## src/rtl/riscv_test_monitor.sv

```systemverilog
`default_nettype none
// ----------------------------------------------------------------------------
// riscv_test_monitor : pass/fail/timeout monitor for riscv-tests runs.
// Optional writeback history buffer: define TEST_MONITOR_HIST_EN.
// Revision: 1.0
// ----------------------------------------------------------------------------
module riscv_test_monitor #(
  parameter int                ADDR_W         = 32,
  parameter int                DATA_W         = 32,
  parameter logic [ADDR_W-1:0] TOHOST_ADDR    = 32'h0000_1000,
  parameter int                TIMEOUT_CYCLES = 100000,
  parameter int                CNT_W          = 32,
  parameter int                HIST_DEPTH     = 8
) (
  input  logic                          sys_clk_i,
  input  logic                          sys_rst_i,
  input  logic                          run_en_i,
  input  logic                          st_valid_i,
  input  logic [ADDR_W-1:0]             st_addr_i,
  input  logic [DATA_W-1:0]             st_data_i,
  input  logic [3:0]                    st_be_i,
  input  logic                          wb_valid_i,
  input  logic [4:0]                    wb_rd_i,
  input  logic [DATA_W-1:0]             wb_data_i,
`ifdef TEST_MONITOR_HIST_EN
  input  logic [$clog2(HIST_DEPTH)-1:0] hist_idx_i,
  output logic [4:0]                    hist_rd_o,
  output logic [DATA_W-1:0]             hist_data_o,
  output logic [$clog2(HIST_DEPTH):0]   hist_cnt_o,
`endif
  output logic                          done_o,
  output logic                          pass_o,
  output logic                          fail_o,
  output logic                          timeout_o,
  output logic [DATA_W-2:0]             fail_code_o,
  output logic [CNT_W-1:0]              cycle_count_o,
  output logic [CNT_W-1:0]              retire_count_o,
  output logic [DATA_W-1:0]             gp_shadow_o
);

  if (DATA_W != 32 || TIMEOUT_CYCLES < 2 || HIST_DEPTH < 2 ||
      (HIST_DEPTH & (HIST_DEPTH - 1)) != 0 || TOHOST_ADDR[1:0] != 2'b00) begin : g_bad_params
    $error("riscv_test_monitor: illegal parameter set");
  end

  typedef enum logic [2:0] {
    S_IDLE    = 3'd0,
    S_RUN     = 3'd1,
    S_PASS    = 3'd2,
    S_FAIL    = 3'd3,
    S_TIMEOUT = 3'd4
  } state_e;

  state_e              state_q;
  logic [CNT_W-1:0]    cycle_q, cycle_d;
  logic [CNT_W-1:0]    retire_q, retire_d;
  logic                done_q, pass_q, fail_q, timeout_q;
  logic [DATA_W-2:0]   fail_code_q;
  logic [DATA_W-1:0]   gp_q;

  logic tohost_hit;
  logic tohost_pass;
  logic timeout_hit;

  // Only full-word odd values at tohost are verdicts; even values are syscalls.
  assign tohost_hit  = st_valid_i && (st_addr_i == TOHOST_ADDR) &&
                       (st_be_i == 4'hF) && st_data_i[0];
  assign tohost_pass = (st_data_i == DATA_W'(1));
  assign timeout_hit = (64'(cycle_q) == 64'(TIMEOUT_CYCLES - 1));

  assign cycle_d  = (&cycle_q) ? cycle_q : cycle_q + CNT_W'(1);
  assign retire_d = (wb_valid_i && !(&retire_q)) ? retire_q + CNT_W'(1) : retire_q;

  always_ff @(posedge sys_clk_i or posedge sys_rst_i) begin
    if (sys_rst_i) begin
      state_q     <= S_IDLE;
      cycle_q     <= '0;
      retire_q    <= '0;
      done_q      <= 1'b0;
      pass_q      <= 1'b0;
      fail_q      <= 1'b0;
      timeout_q   <= 1'b0;
      fail_code_q <= '0;
      gp_q        <= '0;
    end else begin
      if (wb_valid_i && (wb_rd_i == 5'd3)) begin
        gp_q <= wb_data_i;
      end
      case (state_q)
        S_IDLE: begin
          if (run_en_i) begin
            state_q <= S_RUN;
          end
        end
        S_RUN: begin
          cycle_q  <= cycle_d;
          retire_q <= retire_d;
          // A store verdict in the expiry cycle takes priority over the timeout.
          if (tohost_hit) begin
            done_q <= 1'b1;
            if (tohost_pass) begin
              state_q <= S_PASS;
              pass_q  <= 1'b1;
            end else begin
              state_q     <= S_FAIL;
              fail_q      <= 1'b1;
              fail_code_q <= st_data_i[DATA_W-1:1];
            end
          end else if (timeout_hit) begin
            state_q   <= S_TIMEOUT;
            timeout_q <= 1'b1;
            done_q    <= 1'b1;
          end else if (!run_en_i) begin
            state_q <= S_IDLE;
          end
        end
        default: begin
        end
      endcase
    end
  end

  assign done_o         = done_q;
  assign pass_o         = pass_q;
  assign fail_o         = fail_q;
  assign timeout_o      = timeout_q;
  assign fail_code_o    = fail_code_q;
  assign cycle_count_o  = cycle_q;
  assign retire_count_o = retire_q;
  assign gp_shadow_o    = gp_q;

`ifdef TEST_MONITOR_HIST_EN
  localparam int HIST_AW = $clog2(HIST_DEPTH);

  logic [4:0]        hist_rd_q   [HIST_DEPTH];
  logic [DATA_W-1:0] hist_data_q [HIST_DEPTH];
  logic [HIST_AW-1:0] hist_wptr_q;
  logic [HIST_AW:0]   hist_cnt_q;
  logic [HIST_AW-1:0] hist_sel;
  logic               hist_we;

  // x0 writes retire but are never recorded.
  assign hist_we  = (state_q == S_RUN) && wb_valid_i && (wb_rd_i != 5'd0);
  assign hist_sel = hist_wptr_q - HIST_AW'(1) - hist_idx_i;

  always_ff @(posedge sys_clk_i or posedge sys_rst_i) begin
    if (sys_rst_i) begin
      for (int i = 0; i < HIST_DEPTH; i++) begin
        hist_rd_q[i]   <= '0;
        hist_data_q[i] <= '0;
      end
      hist_wptr_q <= '0;
      hist_cnt_q  <= '0;
    end else if (hist_we) begin
      hist_rd_q[hist_wptr_q]   <= wb_rd_i;
      hist_data_q[hist_wptr_q] <= wb_data_i;
      hist_wptr_q              <= hist_wptr_q + HIST_AW'(1);
      if (hist_cnt_q != (HIST_AW+1)'(HIST_DEPTH)) begin
        hist_cnt_q <= hist_cnt_q + (HIST_AW+1)'(1);
      end
    end
  end

  assign hist_rd_o   = hist_rd_q[hist_sel];
  assign hist_data_o = hist_data_q[hist_sel];
  assign hist_cnt_o  = hist_cnt_q;
`endif

endmodule
`default_nettype wire

```

## config.mk

```make
export PLATFORM = sky130hd
export DESIGN_NAME = riscv_test_monitor
export DESIGN_NICKNAME = d
export VERILOG_FILES = /design/src/rtl/riscv_test_monitor.sv
export SDC_FILE = /design/constraint.sdc
export NUM_CORES = 1
export LEC_CHECK = 0
export ABC_CLOCK_PERIOD_IN_PS = 5100
export BUFFER_PORTS_ARGS = -buffer_cell sky130_fd_sc_hd__buf_4
export CAP_MARGIN = 5
export CORE_MARGIN = 1
export CORE_UTILIZATION = 40
export CTS_CLUSTER_DIAMETER = 100
export DETAILED_ROUTE_END_ITERATION = 8
export PLACE_DENSITY = 0.74
export SYNTH_ARGS = -nofsm -noshare
export SYNTH_HDL_FRONTEND = slang
export SYNTH_SLANG_ARGS = --single-unit
```

## constraint.sdc

```tcl
create_clock -name sys_clk_i -period 5.1 [get_ports sys_clk_i]
set_input_delay 0.765 -clock sys_clk_i [delete_from_list [all_inputs] [get_ports sys_clk_i]]
set_output_delay 0.765 -clock sys_clk_i [all_outputs]
set_load 0.01 [all_outputs]
```

# Yosys cells after proc, flatten, opt, wreduce, memory -nomap -nowiden

Index checks and enable logic that the tools add are counted.

Muxes and demuxes: 8
Equal/unequal tests: 8
Reductions and logical operators: 18
$add $sub $neg: 2
Bitwise operators: 3

Operators by type and width:

| cell                                                                    | count |
|---|---|
| 32-bit by 1-bit adder with 32-bit output, second input constant         | 2 |
| 32-bit AND reduction                                                    | 2 |
| 32-bit by 1-bit equality test with 1-bit output, second input constant  | 1 |
| 32-bit by 13-bit equality test with 1-bit output, second input constant | 1 |
| 32-bit by 17-bit equality test with 1-bit output, second input constant | 1 |
| 3-bit two-way mux                                                       | 4 |
| 3-bit AND reduction                                                     | 4 |
| 3-bit one-hot mux with 2 select lines                                   | 1 |
| 2-bit AND reduction                                                     | 3 |
| 5-bit by 2-bit equality test with 1-bit output, second input constant   | 1 |
| 1-bit logical AND                                                       | 5 |
| 4-bit equality test, second input constant                              | 1 |
| 4-bit != test, second input constant                                    | 1 |
| 2-bit nonzero test                                                      | 2 |
| 3-bit by 1-bit equality test with 1-bit output, second input constant   | 1 |
| 3-bit zero test                                                         | 1 |
| 1-bit two-way mux                                                       | 3 |
| 1-bit inverter                                                          | 3 |
| 2-bit != test, second input constant                                    | 1 |
| 1-bit zero test                                                         | 1 |

Register bits after elaboration: 134
Word-level logic and storage cells: 48
Output and inout bits: 131
Input port bits: 110

# Longest topological paths before layout

Gate-level depths: netlist (run 1).

Depth in word-level cells: 6
Depth in mapped cells: 8
Mapped depth without buffers: 6

# Worst setup path before layout (run 1)

No wires, ideal clock.

Path kind: input port to flip-flop
Start point: input port st_addr_i[31]
End point: register fail_code_q[10], in the netlist fail_code_o[10]
Required time: 4975 ps
Arrival: 2299 ps
Buffers on the path: 1
Library setup time: 125 ps
Cell stages on the path: 5
Path slack: 2676 ps
Cell sequence: or4_4 > nor4_4 > nand3_4 > buf_6 > mux2_4

Longest elaborated chain between the ends: 5

Ends and longest elaborated chain:

| what                                             | line | text |
|---|---|---|
| from (decl)                                      | 19   | `input logic [ADDR_W-1:0] st_addr_i,` |
| 32-bit by 13-bit equality test with 1-bit output | 66   | `assign tohost_hit = st_valid_i && (st_addr_i == TOHOST_ADDR) &&` |
| 1-bit logical AND (2 in series)                  | 66   |  |
| 1-bit logical AND                                | 67   | `(st_be_i == 4'hF) && st_data_i[0];` |
| 3-bit AND reduction (no line)                    | n/a  |  |
| to (signal assigned)                             | 107  | `fail_code_q <= st_data_i[DATA_W-1:1];` |
| to (decl)                                        | 58   | `logic [DATA_W-2:0] fail_code_q;` |

No other way between the ends.
A chain may end at the register's enable or synchronous reset.

# Worst setup path in the final report (run 1)

Start point: input port st_addr_i[31]
End point: register fail_code_q[27], in the netlist fail_code_o[27]

Same word-level chain as after synthesis.

==> flow_summary.toml, run 1 <==
[global_routing]
track_usage_pct = 21.0
grt_pass1_wl_um = 25900
grt_pass1_vias = 4924
grt-ovfl-total = 0
grt_max_degree = 61
antenna_found_initial = 1

[placement]
place_inst = 891
portBuffers = 240
place_congestion = 0.880
dpl.hpwl_um = 11900

[yosys]
ys.flop_type = "dfrtp_1"
syn_inst = 476
synth_fp_nets = 588
ys_seq_area_share_pct = 56.0
synth_area_leaders = "dfrtp_1 56%, mux2_2 7.9%, xnor2_1 6.1%"
synth-seq-cells = 134
ys_types = 37
ys.warnings.count = 0
syn_avg_cell_area_um2 = 12.6
synth_top_cell_by_area = "dfrtp_1"
synth-edff-count = 0
syn_area_mm2 = 0.00598
synth_top_area_share_pct = 56.0
async_reset_ff_share_pct = 100

[floorplan]
die_x_um = 124
placeableCoreArea_mm2 = 0.0146
dieArea_mm2 = 0.0155
rows = 44
io_pins = 241
die_h_um = 124
start_util_pct = 41.0

[worst_setup_path]
reg2regPathDepth = 5
required_ps = 5390
rrSetupSlack_ps = 2590
cp-end-kind = "flip-flop"
cp.arrival_ps = 2850
rr_endpoint = "retire_count_o[21]"
reg2reg_from = "retire_count_o[16]"
cp-startpoint = "st_addr_i[31]"
critical_path.max_fanout = 32
start_kind = "input port"
worstSetupPathType = "input port to flip-flop"

[cts]
path_clk_slew_ps = 60
cts_resized = 0
post_cts.repair.setup_buffers = 0
clock-root-buffer = "clkbuf_16"
clock_path_buffers = 2
clock_latency_ps = 410
htreeDepth = 4
cts.sinks = 134
ctsHoldBuffers = 0
cts_tree = "done"
cts_buffers = 17

[hold_path]
hold_class = "flip-flop to flip-flop"
whs_path_depth = 1
min_to = "timeout_o"
worstHoldStart = "timeout_o"

[timing]
finalCriticalPeriod_ps = 2560
rsz0062_at_grt = "no"
worst_pin_slew_ps = 1290
finalHoldViolCount = 0
setup_viol = 0
timing.fmax_mhz = 391
fin_tns_setup_ps = 0
drv_slew = 0
skew_ps = 7.45
slew_headroom_pct = 13.9
fin_crit_sh_pct = 50.2

[finish]
layout_commonest_cell = "buf_4"
drive_gt1_share_pct = 47.6
fin_cells = 924
final_cell_mix = "244 x buf_4, 134 x dfrtp_1, 42 x mux2_2, 42 x xnor2_1, 32 x nand4_1"
final_util_pct = 59.0
nets = 838
fill_cells = 1176
syn2layout_area_growth_pct = 43.9

[power]
p_leak_nw = 4.37
ir_drop_mv = 0.201
p_per_area_mw_per_mm2 = 312
p_total_mw = 2.69

[routing]
vias_per_cell = 5.26
wl_per_cell_um = 17.2
vias = 4859
finalWirelength_um = 15900
dr.pass1.iters = 4
drc = 0
drtIter0Drc = 219
ant_nets = 0

[outcome]
outcome = "finished clean"

[flow_run]
cap_viol_max_count = 0
-- cell usage after synthesis (all sizes together), types with 7 or more instances --
cell type	number
xnor2	42
dfrtp	134
mux2	65
xor2	20
nand4	32
nor2	15
nor3	13
and4	7
nand3	29
nand2	29
buf	10
and3	16
nor4	20
-- layer usage --
metal / track usage (%) / up-vias / wire length (um)
met3: 6.96 / 27 / 1190
met2: 33.4 / 222 / 7700
met5: 0 / - / 0
met4: 7.37 / 0 / 261
li1: - / 2227 / -
met1: 26.7 / 2383 / 6750
-- final cells by class --
cell class                 instances  area (um2)  area share [%]
sequential                       134        3350            38.9
multi-input combinational        325        2540            29.5
timing repair buffer             244        1830            21.3
clock buffer                      19         453            5.26
tap                              184         230            2.67
clock inverter                    13         179            2.08
inverter                           4        17.5           0.203
antenna                            1        2.50          0.0291
-- power by group --
part,total (mW),switching [mW],internal (mW)
logic,0.254,0.103,0.151
registers,1.14,0.0245,1.11
clock network,1.30,0.458,0.841
total,2.69,0.585,2.10
-- worst max path at each step --
stage | end | slack, ps | depth (start not counted)
after global placement | fail_code_o[3] | 2180 | 5
after CTS | fail_code_o[19] | 2550 | 5
after global routing | retire_count_o[29] | 2400 | 5
final | fail_code_o[27] | 2540 | 5
after detailed placement | fail_code_o[16] | 2100 | 5
after floorplan | cycle_count_o[0] | 750 | 1
-- flip-flops by register name (all words and copies together) (netlist names) --
register	count
cycle_count_o	32
state_q	3
fail_o	1
retire_count_o	32
timeout_o	1
fail_code_o	31
pass_o	1
gp_shadow_o	32
done_o	1
-- stage by stage --
| stage | hold WS, ps | setup WS [ps] | area, um2 |
|---|---|---|---|
| finish | 476 | 2540 | 8610 |
| global placement | 462 | 2180 | 7980 |
| CTS | 480 | 2550 | 8610 |
| floorplan | 459 | 752 | 5980 |
| detailed placement | 464 | 2100 | 7980 |
| global route | 504 | 2400 | 8610 |
-- cell families (layout without fill, tap and decap cells) --
group / count (synthesis) / after routing / share of synthesized area, %
AOI/OAI and AO/OA: 8 / 8 / 0.962
xor gates and xnor gates: 62 / 62 / 9.08
adders and majority gates: 2 / 2 / 0.418
buffers and inverters: 17 / 280 / 1.53
DFF: 134 / 134 / 56.0
muxes: 65 / 65 / 13.7
other: 0 / 1 / 0
and+or+nand+nor: 188 / 188 / 18.3
-- worst max-delay path: stages --
cell     delay, ps
buf_4          110
or4_4          540
nor4_4         440
nand3_4        510
mux2_4         480
Note: power is estimated with default switching activity, not from simulation.
==> run 2: changes to the inputs <==
--- a/config.mk
+++ b/config.mk
@@ -5,14 +5,14 @@
 export SDC_FILE = /design/constraint.sdc
 export NUM_CORES = 1
 export LEC_CHECK = 0
-export ABC_CLOCK_PERIOD_IN_PS = 5100
+export ABC_CLOCK_PERIOD_IN_PS = 2100
 export BUFFER_PORTS_ARGS = -buffer_cell sky130_fd_sc_hd__buf_4
 export CAP_MARGIN = 5
 export CORE_MARGIN = 1
 export CORE_UTILIZATION = 40
 export CTS_CLUSTER_DIAMETER = 100
 export DETAILED_ROUTE_END_ITERATION = 8
-export PLACE_DENSITY = 0.74
+export PLACE_DENSITY = 0.77
 export SYNTH_ARGS = -nofsm -noshare
 export SYNTH_HDL_FRONTEND = slang
 export SYNTH_SLANG_ARGS = --single-unit
==> constraint.sdc (replaced) <==
create_clock -name sys_clk_i -period 2.1 [get_ports sys_clk_i]
set_input_delay 0.315 -clock sys_clk_i [delete_from_list [all_inputs] [get_ports sys_clk_i]]
set_output_delay 0.315 -clock sys_clk_i [all_outputs]
set_load 0.01 [all_outputs]
==> run 2 against run 1 <==
  * Via count rose by 1.8%
  * Global-route usage is essentially flat
  * Utilization increased by 2.3 points
  * Sequential cell count unchanged
  * Register-to-register slack worse by 2500 ps
  * Worst setup slack got worse by 2400 ps
  * First-iteration DRC count increased by 18%
  * Cell area up 3.9%
  * Hold slack lost 360 ps
  * Cell count grew 3.6%
  * Critical endpoint is now state_q[2]
  * Largest power group unchanged
  * Highest routed layer unchanged
==> flow_summary.toml, run 2 (synthesis gave the netlist of run 1 again) <==
[floorplan]
die_x_um = 124
rows = 44
die_h_um = 124
dieArea_mm2 = 0.0155
placeableCoreArea_mm2 = 0.0146
io_pins = 241
start_util_pct = 41.0

[timing]
finalCriticalPeriod_ps = 1980
rsz0062_at_grt = "yes"
fin_tns_setup_ps = 0
finalHoldViolCount = 0
worst_pin_slew_ps = 432
timing.fmax_mhz = 505
setup_viol = 0
drv_slew = 0
hold_ws_ps = 118
slew_headroom_pct = 70.9
skew_ps = 8.88
fin_crit_sh_pct = 94.3

[global_routing]
grt_pass1_vias = 5084
busiest_layer = "met2"
use_met2_pct = 35.2
antenna_found_initial = 0
grt_pass1_wl_um = 26000
grtUsageMet1_pct = 25.9
grt_max_degree = 63
track_usage_pct = 21.0
grt_util_met3_pct = 5.15
grt-ovfl-total = 0

[finish]
diodes = 0
drive_gt1_share_pct = 50.3
syn2layout_area_growth_pct = 49.5
nets = 873
post-route-cell-area_mm2 = 0.00894
final_cell_mix = "273 x buf_4, 134 x dfrtp_1, 42 x mux2_2, 42 x xnor2_1, 32 x nand4_1"
layout_commonest_cell = "buf_4"
fin_cells = 957

[routing]
drc = 0
dr.pass1.iters = 4
vias_per_cell = 5.17
drtIter0Drc = 258
wl_per_cell_um = 16.4
vias = 4946
ant_nets = 0
finalWirelength_um = 15700

[cts]
htreeDepth = 4
cts.sinks = 134
cts_buffers = 17
post_cts.repair.setup_buffers = 0
cts_tree = "done"
clock-root-buffer = "clkbuf_16"
clock_path_buffers = 2
clock_latency_ps = 410
path_clk_slew_ps = 60

[worst_setup_path]
cpMaxStageDelayCell = "or4_1"
required_ps = 2440
path_buf_inv = 0
crit_family = "simple AND/OR/NAND/NOR gates"
critical_path.max_fanout = 5
rrSetupSlack_ps = 120
crit_chain = "nor4_1 -> nand4_1 -> or4_1 -> or3_1 -> nand2b_1"
cp.arrival_ps = 2320
start_kind = "flip-flop"
max_stage_delay_ps = 490
cp-end-kind = "flip-flop"
worstSetupPathType = "flip-flop to flip-flop"

[power]
power_frac_comb_pct = 9.5
p_int_mw = 5.03
p_leak_nw = 4.57
p_clk_share_pct = 47.5
switching_share_pct = 21.8
p_sw_mw = 1.40
p_per_area_mw_per_mm2 = 720
power_frac_seq_pct = 43.0
ir_drop_mv = 0.520

[flow_run]
cap_viol_max_count = 0

[placement]
dpl.hpwl_um = 11900
place_congestion = 0.860
portBuffers = 240
placed_cell_area_mm2 = 0.00830
place_inst = 925

[outcome]
outcome = "finished clean"

[hold_path]
hold_class = "input port to flip-flop"
==> run 2: changes by cell type in the layout (fill, tap and decap cells not counted), moves of 2 or more <==
cell,before,now
inv_6,0,2
buf_4,244,273
nor4_2,0,2
nor4_1,19,17
clkinv_2,4,2
buf_12,0,5
==> run 2: final cells by class <==
cell class / instances / area [um2]
clock buffers: 20 / 467
repair buffers: 279 / 2160
fillers: 1161 / 5650
well taps: 184 / 230
clock inverters: 11 / 148
inverters: 4 / 18.8
multi-input cells: 325 / 2570
flip-flops and latches: 134 / 3350
==> run 2: worst reg2reg max path, delay by kind of cell (launching register included) <==
family | cells | cell delay (ps)
simple gates | 5 | 1490
flops | 1 | 430
==> run 2: routing by layer <==
metal | vias up | part of all wire [%]
met4 | 0 | 1.9
met1 | 2405 | 42
met2 | 216 | 50
li1 | 2297 | -
met3 | 28 | 6.3
met5 | - | 0
==> run 2: worst paths after layout <==
kind,startpoint,endpoint,cells past startpoint
setup reg to reg,cycle_count_o[13],state_q[2],5
min in group asynchronous,sys_rst_i,cycle_count_o[14],3
hold reg to reg,fail_o,fail_o,1
hold / removal,run_en_i,state_q[0],2
setup / recovery,cycle_count_o[13],state_q[2],5
max in group asynchronous,sys_rst_i,gp_shadow_o[10],4
==> run 2: power by group through the flow <==
stage	logic, mW	clock network (mW)	registers (mW)
after detailed placement	0.623	0	2.81
final	0.613	3.06	2.76
after CTS	0.626	3.12	2.77
after floorplan	0.154	0	2.86
after global routing	0.664	3.24	2.78
after global placement	0.606	0	2.80
==> run 2: metrics by stage <==
stage | worst slack [ps] | power, mW | utilization [%]
2_1_floorplan | 120 | 3.02 | -
3_3_place_gp | 12.8 | 3.41 | 56.9
3_5_place_dp | -34.6 | 3.44 | 56.9
4_1_cts | 47.4 | 6.52 | 61.1
5_1_grt | -7.92 | 6.68 | 61.3
6_report | 119 | 6.44 | 61.3
==> run 2: what timing repair did <==
action                     4_1_cts  5_1_grt
hold endpoints to repair        10        0
hold buffers                     1        0
setup endpoints to repair        0       10
resized for setup                0        4
